[config.mk]
export PLATFORM = sky130hd
export DESIGN_NAME = mash_stage
export DESIGN_NICKNAME = d
export VERILOG_FILES = /design/src/rtl/mash_pkg.sv /design/src/rtl/mash_ddiff.sv /design/src/rtl/mash_stage.sv
export SDC_FILE = /design/constraint.sdc
export NUM_CORES = 1
export LEC_CHECK = 0
export ABC_CLOCK_PERIOD_IN_PS = 4820
export CAP_MARGIN = 25
export CORE_UTILIZATION = 40
export CTS_CLUSTER_SIZE = 12
export DETAILED_ROUTE_END_ITERATION = 8
export DONT_BUFFER_PORTS = 1
export PLACE_DENSITY = 0.5
export SLEW_MARGIN = 15
export SYNTH_ARGS = -nofsm -noshare
export SYNTH_HDL_FRONTEND = slang
export SYNTH_SLANG_ARGS = --single-unit
[constraint.sdc]
create_clock -name clk -period 4.82 [get_ports clk]
set_clock_uncertainty 0.15 [all_clocks]
set_input_delay 0.482 -clock clk [delete_from_list [all_inputs] [get_ports clk]]
set_output_delay 0.482 -clock clk [all_outputs]
set_load 0.02 [all_outputs]
[src/rtl/mash_pkg.sv]
`default_nettype none
// ============================================================================
// Module   : mash_pkg
// Purpose  : Shared widths, output-width helper and dither LFSR constants
//            for the MASH stage.
// Revision : 1.0
// ============================================================================
package mash_pkg;

   localparam int MASH_IN_W       = 32;
   localparam int MASH_Q_W        = 16;
   localparam int MASH_DIFF_ORDER = 1;
   localparam int MASH_ALIGN_DLY  = 2;

   // Galois form of x^16+x^14+x^13+x^11+1, right-shifting
   localparam logic [15:0] MASH_LFSR_SEED = 16'hACE1;
   localparam logic [15:0] MASH_LFSR_TAPS = 16'hB400;

   function automatic int calc_cw(input int q_w, input int order);
      return q_w + order - 1;
   endfunction

endpackage
`default_nettype wire

[src/rtl/mash_ddiff.sv]
`default_nettype none
// ============================================================================
// Module   : mash_ddiff
// Purpose  : One registered first difference (a - a_prev), advanced on ce.
// Revision : 1.0
// ============================================================================
module mash_ddiff
   import mash_pkg::*;
#(
   parameter int W = MASH_Q_W + 1
) (
   input  logic                clk,
   input  logic                rst,
   input  logic                ce,
   input  logic signed [W-1:0] i_a,
   output logic signed [W-1:0] o_d
);

   logic signed [W-1:0] r_prev;
   logic signed [W-1:0] r_d;

   always_ff @(posedge clk) begin
      if (rst) begin
         r_prev <= '0;
         r_d    <= '0;
      end else if (ce) begin
         r_prev <= i_a;
         r_d    <= i_a - r_prev;
      end
   end

   assign o_d = r_d;

endmodule
`default_nettype wire

[src/rtl/mash_stage.sv]
`default_nettype none
// ============================================================================
// Module   : mash_stage
// Purpose  : MASH quantiser stage: split target into quantised MSBs and
//            residue, difference the MSBs DIFF_ORDER times, emit sign-magnitude.
//            Optional dither enabled by defining MASH_STAGE_DITHER_EN.
// Revision : 1.0
// ============================================================================
module mash_stage
   import mash_pkg::*;
#(
   parameter int  IN_W       = MASH_IN_W,
   parameter int  Q_W        = MASH_Q_W,
   parameter int  DIFF_ORDER = MASH_DIFF_ORDER,
   parameter int  ALIGN_DLY  = MASH_ALIGN_DLY,
   localparam int CW         = calc_cw(Q_W, DIFF_ORDER)
) (
   input  logic            clk,
   input  logic            rst,
   input  logic            ce,
   input  logic [IN_W-1:0] A,
   output logic [CW-1:0]   C,
   output logic            Csgn,
   output logic [IN_W-1:0] nxttgt,
   output logic            out_valid
);

   localparam int          DW     = Q_W + DIFF_ORDER;
   localparam int          LAT    = 1 + DIFF_ORDER + ALIGN_DLY;
   localparam logic [3:0]  c_FILL = 4'(LAT);

   logic [IN_W-1:0] w_a;

`ifdef MASH_STAGE_DITHER_EN
   logic [15:0] r_lfsr;

   always_ff @(posedge clk) begin
      if (rst) begin
         r_lfsr <= MASH_LFSR_SEED;
      end else if (ce) begin
         r_lfsr <= (r_lfsr >> 1) ^ (r_lfsr[0] ? MASH_LFSR_TAPS : 16'h0000);
      end
   end

   assign w_a = A + IN_W'(r_lfsr[0]);
`else
   assign w_a = A;
`endif

   logic [Q_W-1:0]  r_quant;
   logic [IN_W-1:0] r_nxttgt;

   always_ff @(posedge clk) begin
      if (rst) begin
         r_quant  <= '0;
         r_nxttgt <= '0;
      end else if (ce) begin
         r_quant  <= w_a[IN_W-1 -: Q_W];
         r_nxttgt <= {{Q_W{1'b0}}, w_a[IN_W-Q_W-1:0]};
      end
   end

   assign nxttgt = r_nxttgt;

   // All stages share the final width; intermediate differences never exceed it.
   logic signed [DW-1:0] w_stage [0:DIFF_ORDER];
   assign w_stage[0] = signed'({{DIFF_ORDER{1'b0}}, r_quant});

   generate
      for (genvar gi = 0; gi < DIFF_ORDER; gi++) begin : g_diff
         mash_ddiff #(.W(DW)) u_ddiff (
            .clk (clk),
            .rst (rst),
            .ce  (ce),
            .i_a (w_stage[gi]),
            .o_d (w_stage[gi+1])
         );
      end
   endgenerate

   logic          w_neg;
   logic [CW-1:0] w_mag;

   assign w_neg = w_stage[DIFF_ORDER][DW-1];
   assign w_mag = w_neg ? CW'(-w_stage[DIFF_ORDER]) : CW'(w_stage[DIFF_ORDER]);

   generate
      if (ALIGN_DLY == 0) begin : g_noalign
         assign C    = w_mag;
         assign Csgn = w_neg;
      end else begin : g_align
         logic [CW:0] r_dly [0:ALIGN_DLY-1];

         always_ff @(posedge clk) begin
            if (rst) begin
               for (int i = 0; i < ALIGN_DLY; i++) r_dly[i] <= '0;
            end else if (ce) begin
               r_dly[0] <= {w_mag, w_neg};
               for (int i = 1; i < ALIGN_DLY; i++) r_dly[i] <= r_dly[i-1];
            end
         end

         assign {C, Csgn} = r_dly[ALIGN_DLY-1];
      end
   endgenerate

   logic [3:0] r_fill;

   always_ff @(posedge clk) begin
      if (rst) begin
         r_fill <= '0;
      end else if (ce && (r_fill != c_FILL)) begin
         r_fill <= r_fill + 4'd1;
      end
   end

   assign out_valid = (r_fill == c_FILL);

endmodule
`default_nettype wire

After elaboration in Yosys (flattened, before gate mapping):

Memories as Yosys holds them, arrays and structs flattened.
Cells that the tools add are included.
Widths: inputs -> output; s select.

* word-level logic and storage cells: 22
* output and inout port bits: 50
* memories kept: 1
* bits of input ports: 35
* register bits: 69
* RAM bits: 34

Memory list
* g_align.r_dly: words 2, width 17, read ports 2, clocked after memory_dff 0, write ports 2, line mash_stage.sv:92 `logic [CW:0] r_dly [0:ALIGN_DLY-1];`

* add/subtract/negate cells: 3
* eq/ne operators: 2
* reduce and logical (&&, ||, !) cells: 1
* bitwise logic cells: 2
* multiplexer cells: 8

Operators with widths (count)
* $mux 17: 2
* $sub 16x16->17: 1
* $mux 16: 1
* $neg 16->16: 1
* $mux 1: 5
* $add 4x1->4 const B: 1
* $eq 4x3->1 const B: 1
* $ne 4x3->1 const B: 1
* $or 1x1->1: 2
* $logic_and 1x1->1: 1

Longest topological paths before layout:

Gate-level depths: netlist of run 1.

* depth in word-level cells: 4
* mapped depth: 9

By module:

Synthesis of run 1 repeated with hierarchy kept, for this count alone.

* cells, all modules: 537
* area total of the unflattened synthesis: 5260.0 sq um

Modules (own cells, without submodules)
* mash_stage: area an instance 3140.5 sq um, sequential area each 1741.7 sq um, cells each 280, instances 1
* mash_ddiff: area an instance 2119.5 sq um, sequential area each 680.7 sq um, cells each 257, instances 1

Least setup slack after synthesis of run 1:

OpenSTA, ideal clock, no wires.

* path type: reg2reg
* start point: reg r_quant[0]
* end point: reg g_diff[0].u_ddiff.r_d[8]
* setup time: 0.117 ns
* setup slack: 2.705 ns
* data required time: 4.553 ns
* arrival time: 1.848 ns
* stages on the path, launching flop included: 10
* cells stage by stage: dfxtp_1 inv_1 ha_1 fa_1 nor2b_1 o211ai_2 a21oi_2 o21a_1 o21ai_0 a32o_1

* word-level cells in the longest chain between the ends: 1

RTL lines
* from (decl): line mash_stage.sv:50 `logic [Q_W-1:0] r_quant;`
* from (signal assigned): line mash_stage.sv:58 `r_quant <= w_a[IN_W-1 -: Q_W];`
* $sub 16x16->17: line mash_ddiff.sv:28 `r_d <= i_a - r_prev;`
* to (signal assigned): line mash_ddiff.sv:28
* to (decl): line mash_ddiff.sv:20 `logic signed [W-1:0] r_d;`

Every way passes these cells.
A chain may end at the register's enable or synchronous reset.

Worst setup path after layout of run 1:

* start point: reg r_quant[0]
* end point: reg g_diff[0].u_ddiff.r_d[16]

The elaborated chain is that of the path after synthesis.

==> results.toml, run 1 <==
[clock_tree]
post_cts_buffers = 0
cts-root-buf = "clkbuf_16"
max-clock-path-buffers = 2
clock_sinks = 103
cts_buffers = 9
ctsResizeCount = 0
hold_buffers = 0
clkSlewWorstSetupHoldPaths_ps = 70
clock_latency_ps = 340
ctsHtreeMaxLevel = 3
cts_tree = "yes"

[routing]
drt_iter0_drc = 152
dr.pass1.iters = 4
dr_total_vias = 3146
finalWirelength_um = 8124
drcViolationCount = 0
routedWlPerCell_um = 12.40
vias_per_cell = 4.803
drtAntennaViolNets = 0

[sta]
period_share_pct = 47.93
slew_headroom_pct = 39.41
setup_tns_ps = 0
fin_ws_ps = 2510
finalSetupViolCount = 0
clock.fmax_ghz = 0.4329
worst_slew_pin_slew_ps = 908.9
finalHoldViolations = 0
min_period_ps = 2310
drv_slew = 0
grt_setup_unrepaired = "false"

[logic_synthesis]
synth_seq_area_share_pct = 47.80
ys_seq_elements = 103
synth-main-ff-cell = "dfxtp_1"
postSynthAreaPerCell_um2 = 9.894
yosysWarnings = 0
synth.distinct_cells = 46
synth-edff-count = 34
synth_cells = 508
async_flop_share_pct = 0
synth_area_um2 = 5026

[finish]
diodes = 0
drive_gt1_share_pct = 5.339
finalInstanceArea_um2 = 5290
layout_commonest_cell = "nor2_1"
nFillCells = 1187
final_nets = 537
layout_common_cells = "nor2_1, dfxtp_1, mux2i_1"
syn2layout_area_growth_pct = 5.253

[pwr]
cellPowerDensity_nw_per_um2 = 391.0
power.leakage_uw = 0.002212
switching_power_uw = 532.5
swShare_pct = 25.75
clkPwrFrac_pct = 36.1
power.internal_uw = 1536
p_comb_share_pct = 14.2
peakVddDrop_uv = 144.2
power_frac_seq_pct = 49.7

[placement]
place_hpwl_um = 5650
io_buffers = 0
pre_cts_ws_ps = 2501
placed_cell_area_um2 = 4979
gp_congestion = 0.8039

[critical_path]
crit_arrival_ps = 2390
critPathCaptureType = "register"
reg2reg_slack_ps = 2510
cp_max_fo = 4
cp-start-kind = "register"
criticalPathCategory = "register to register"
required_ps = 4900

[floorplanning]
row_count = 40
die_area_um2 = 13020
coreArea_um2 = 12110
ios = 85
start_util_pct = 41.50
die_w_um = 114.1
dieHeight_um = 114.1

[min_path]
hp-class = "input port to register"

[grt]
met1_usage_pct = 17.22
grt_overflow = 0
grt_max_degree = 65
grt_use_met2_pct = 21.25
grt_use_total_pct = 13.45
grtUsageMet3_pct = 2.700
grt_pass1_vias = 2878
top_usage_layer = "met2"
grt_pass1_wl_um = 13770
antenna_found_initial = 0

[job]
max_cap_viol_count = 0

[status]
status = "complete, no violations"
-- worst paths after layout --
kind,startpoint,end,cells past startpoint
worst max register to register,r_quant[0],g_diff[0].u_ddiff.o_d[16],9
worst max-delay path,r_quant[0],g_diff[0].u_ddiff.o_d[16],9
worst min register to register,g_diff[0].u_ddiff.o_d[15],g_diff[0].u_ddiff.o_d[15],2
worst min-delay path,rst,r_quant[9],1
-- logic make-up after synthesis --
logic type | share of synthesized area (%)
flops | 47.80
other cells | 0.07461
simple gates | 13.62
xor+xnor | 4.356
fa+ha+maj | 5.128
mux | 11.15
buf+inv | 8.638
compound gates | 9.236
-- critical path: stages (launching register included) --
cell and delay [ps]:
dfxtp_1 350, inv_1 50, ha_1 200, fa_1 400
nor2b_1 190, o211ai_2 130, a21oi_2 230, a41oi_1 180
o21ai_0 200, o21ai_0 110
-- routing by layer --
layer	vias to the layer above	wire [µm]
met5	-	0
met4	0	207
met3	14	322
met2	88	3618
met1	1414	3975
li1	1630	-
-- synth_stat cells, types with 3 or more instances --
master    number  area share, %
a211oi_1       6           0.90
a21o_1         3           0.45
a21oi_1        9           0.90
a21oi_2        3           0.52
and2_1        17            2.1
buf_2          5           0.50
buf_4         32            4.8
clkbuf_1      15            1.1
dfxtp_1       69             27
edfxtp_1      34             20
ha_1          19            4.7
inv_1         28            2.1
mux2i_1       56             11
nand2_1       23            1.7
nand2b_1       4           0.50
nand3_1        6           0.60
nor2_1        83            6.2
nor2b_1        5           0.62
nor4_1         4           0.50
o211ai_1       3           0.45
o21a_1         4           0.60
o21ai_0       21            2.1
o31ai_1        3           0.45
or3_1          3           0.37
xnor2_1       16            2.8
xor2_1         9            1.6
-- layout make-up --
| class | instances | area, µm² | area share (%) |
|---|---|---|---|
| flip-flops and latches | 103 | 2402 | 45.41 |
| repair buffers | 2 | 15.01 | 0.2838 |
| well taps | 168 | 210.2 | 3.974 |
| multi-input cells | 338 | 2246 | 42.46 |
| clock inverters | 4 | 52.55 | 0.9934 |
| inverters | 28 | 105.1 | 1.987 |
| clock buffers | 12 | 259.0 | 4.896 |
-- state kept, by name (all words and copies together), names as in the netlist --
| register | cells |
|---|---|
| g_align.r_dly | 34 |
| g_diff.u_ddiff.o_d | 17 |
| g_diff.u_ddiff.r_prev | 16 |
| nxttgt | 16 |
| r_fill | 4 |
| r_quant | 16 |
-- metrics by stage --
| stage | hold WS (ps) | power, µW | cells | util, % |
|---|---|---|---|---|
| floorplan | 288.0 | 1326 | 523 | - |
| global placement | 306.9 | 1339 | 638 | 41.04 |
| detailed placement | 307.4 | 1345 | 639 | 41.11 |
| CTS | 41.25 | 2097 | 655 | 43.68 |
| global route | 38.02 | 2179 | 655 | 43.68 |
| finish | 53.08 | 2068 | 655 | 43.68 |
-- power by group through the flow --
stage	clock network (µW)	logic [µW]	registers, µW
4_1_cts	771	297	1030
2_1_floorplan	0	306	1020
5_1_grt	806	334	1040
3_5_place_dp	0	296	1050
3_3_place_gp	0	291	1050
6_report	746	293	1030
Note: power is estimated with default switching activity, not from simulation.
==> inputs of run 2 (changes only) <==
- ABC_AREA: not set -> 1
- ABC_CLOCK_PERIOD_IN_PS: 4820 -> 2400
- clock period: 4.82 -> 2.4 ns (I/O delays scaled with it)
==> results.toml, run 2 <==
[sta]
clock.fmax_ghz = 0.5326
worst_slew_pin_slew_ps = 529.2
holdWs_ps = 84.40
finalSetupViolCount = 0
setup_tns_ps = 0
grt_setup_unrepaired = "false"
finalHoldViolations = 0
period_share_pct = 78.23
drv_slew = 0
slew_headroom_pct = 64.67
min_period_ps = 1878

[clock_tree]
cts-root-buf = "clkbuf_16"
ctsResizeCount = 0
post_cts_buffers = 0
clock_sinks = 103
hold_buffers = 34
clkSlewWorstSetupHoldPaths_ps = 70
clock_latency_ps = 350
cts_tree = "yes"
cts_buffers = 9
ctsHtreeMaxLevel = 3
max-clock-path-buffers = 2

[pwr]
clkPwrFrac_pct = 34.9
swShare_pct = 28.88
power_frac_seq_pct = 48.6
power.leakage_uw = 0.002567
p_comb_share_pct = 16.5
switching_power_uw = 1220
peakVddDrop_uv = 298.0
power.total_uw = 4226
power.internal_uw = 3005
cellPowerDensity_nw_per_um2 = 743.1

[floorplanning]
dieHeight_um = 114.7
die_w_um = 114.7
coreArea_um2 = 12210
die_area_um2 = 13150
row_count = 40
ios = 85
start_util_pct = 41.60

[finish]
syn2layout_area_growth_pct = 11.95
diodes = 0
final_core_util_pct = 46.57
finalInstanceArea_um2 = 5687
layout_commonest_cell = "nand2_1"
largest_register = "g_align.r_dly"
drive_gt1_share_pct = 5.991
layout_common_cells = "nand2_1, inv_1, dfxtp_1"
largest_register_ffs = 34
final_nets = 701

[critical_path]
cp-start-kind = "register"
criticalPathCategory = "register to register"
required_ps = 2500
crit_arrival_ps = 1980
cp_max_fo = 4
critPathCaptureType = "register"

[logic_synthesis]
synth_cells = 632
async_flop_share_pct = 0
synthTopCellsByArea = "dfxtp_1, edfxtp_1, nand2_1, inv_1, buf_4"
synth_area_um2 = 5080
synth-edff-count = 34
ys_seq_elements = 103
synth-main-ff-cell = "dfxtp_1"
yosys.area.top_type = "dfxtp_1"
yosys-top-cells-count = "nand2_1, inv_1, dfxtp_1"
synth_top_area_share_pct = 27.19
synth_seq_area_share_pct = 47.29
postSynthAreaPerCell_um2 = 8.038
yosys.cell_count.top_type = "nand2_1"
synth.distinct_cells = 31
yosysWarnings = 0

[min_path]
hp-class = "input port to register"

[grt]
grt_pass1_vias = 3467
grt_pass1_wl_um = 16350
grt_max_degree = 43
grt_use_total_pct = 16.00
grt_overflow = 0
antenna_found_initial = 0

[placement]
io_buffers = 0
place_hpwl_um = 6651
gp_congestion = 0.8104
placed_cell_area_um2 = 5055

[routing]
drtAntennaViolNets = 0
drt_iter0_drc = 219
dr_total_vias = 3727
finalWirelength_um = 9768
dr.pass1.iters = 5
drcViolationCount = 0
vias_per_cell = 4.551
routedWlPerCell_um = 11.93

[job]
max_cap_viol_count = 0

[status]
status = "complete, no violations"
[run 2: stage by stage]
| stage | std cells | setup slack (ps) |
|---|---|---|
| 3_5_place_dp | 769 | 528.5 |
| 5_1_grt | 819 | 403.7 |
| 6_report | 819 | 522.4 |
| 4_1_cts | 819 | 510.6 |
| 2_1_floorplan | 647 | 667.1 |
| 3_3_place_gp | 769 | 545.7 |
[run 2: final timing paths]
path | slack [ps] | to | cells after the start | startpoint
worst min register to register | 330 | r_fill[3] | 2 | r_fill[3]
worst max-delay path | 520 | g_diff[0].u_ddiff.o_d[12] | 11 | r_quant[0]
worst max register to register | 520 | g_diff[0].u_ddiff.o_d[12] | 11 | r_quant[0]
worst min-delay path | 80 | nxttgt[5] | 2 | rst
[run 2: layout make-up]
class | instances | area (µm²)
Clock buffer | 12 | 236.5
Multi-Input combinational cell | 385 | 1991
Inverter | 109 | 409.1
Fill cell | 1240 | 6525
Clock inverter | 4 | 55.05
Sequential cell | 103 | 2402
Tap cell | 168 | 210.2
Timing Repair Buffer | 38 | 382.9
[run 2: worst max-delay path: stages, from the launching register on]
cell     delay [ps]
dfxtp_1         310
inv_1            50
ha_1            200
fa_1            360
inv_1           110
nand3_1          80
nand3_1         140
nand3_1         110
nand3_1         110
nand2_1          50
nand3_1          70
nand2_1          50
[run 2: cells by family after synthesis]
| group | count (synthesis) | synth area share, % |
|---|---|---|
| DFF | 103 | 47.29 |
| adders and majority gates | 20 | 5.074 |
| buffers and inverters | 159 | 14.68 |
| and+or+nand+nor | 244 | 20.74 |
| other | 1 | 0.07382 |
| AOI/OAI and AO/OA | 105 | 12.14 |
[run 2: power groups by stage]
stage          Combinational [µW]  Clock, µW  Sequential [µW]
5_1_grt                       806       1590             2070
2_1_floorplan                 612          0             2040
6_report                      697       1470             2060
3_3_place_gp                  645          0             2090
3_5_place_dp                  653          0             2100
4_1_cts                       702       1510             2060
[run 2: metal layers]
metal	GRT usage [%]	up-vias	wire length, µm
li1	-	2006	-
met1	20.84	1667	4836
met2	25.90	48	4582
met3	2.541	6	233
met4	7.706	0	114
met5	0	-	0
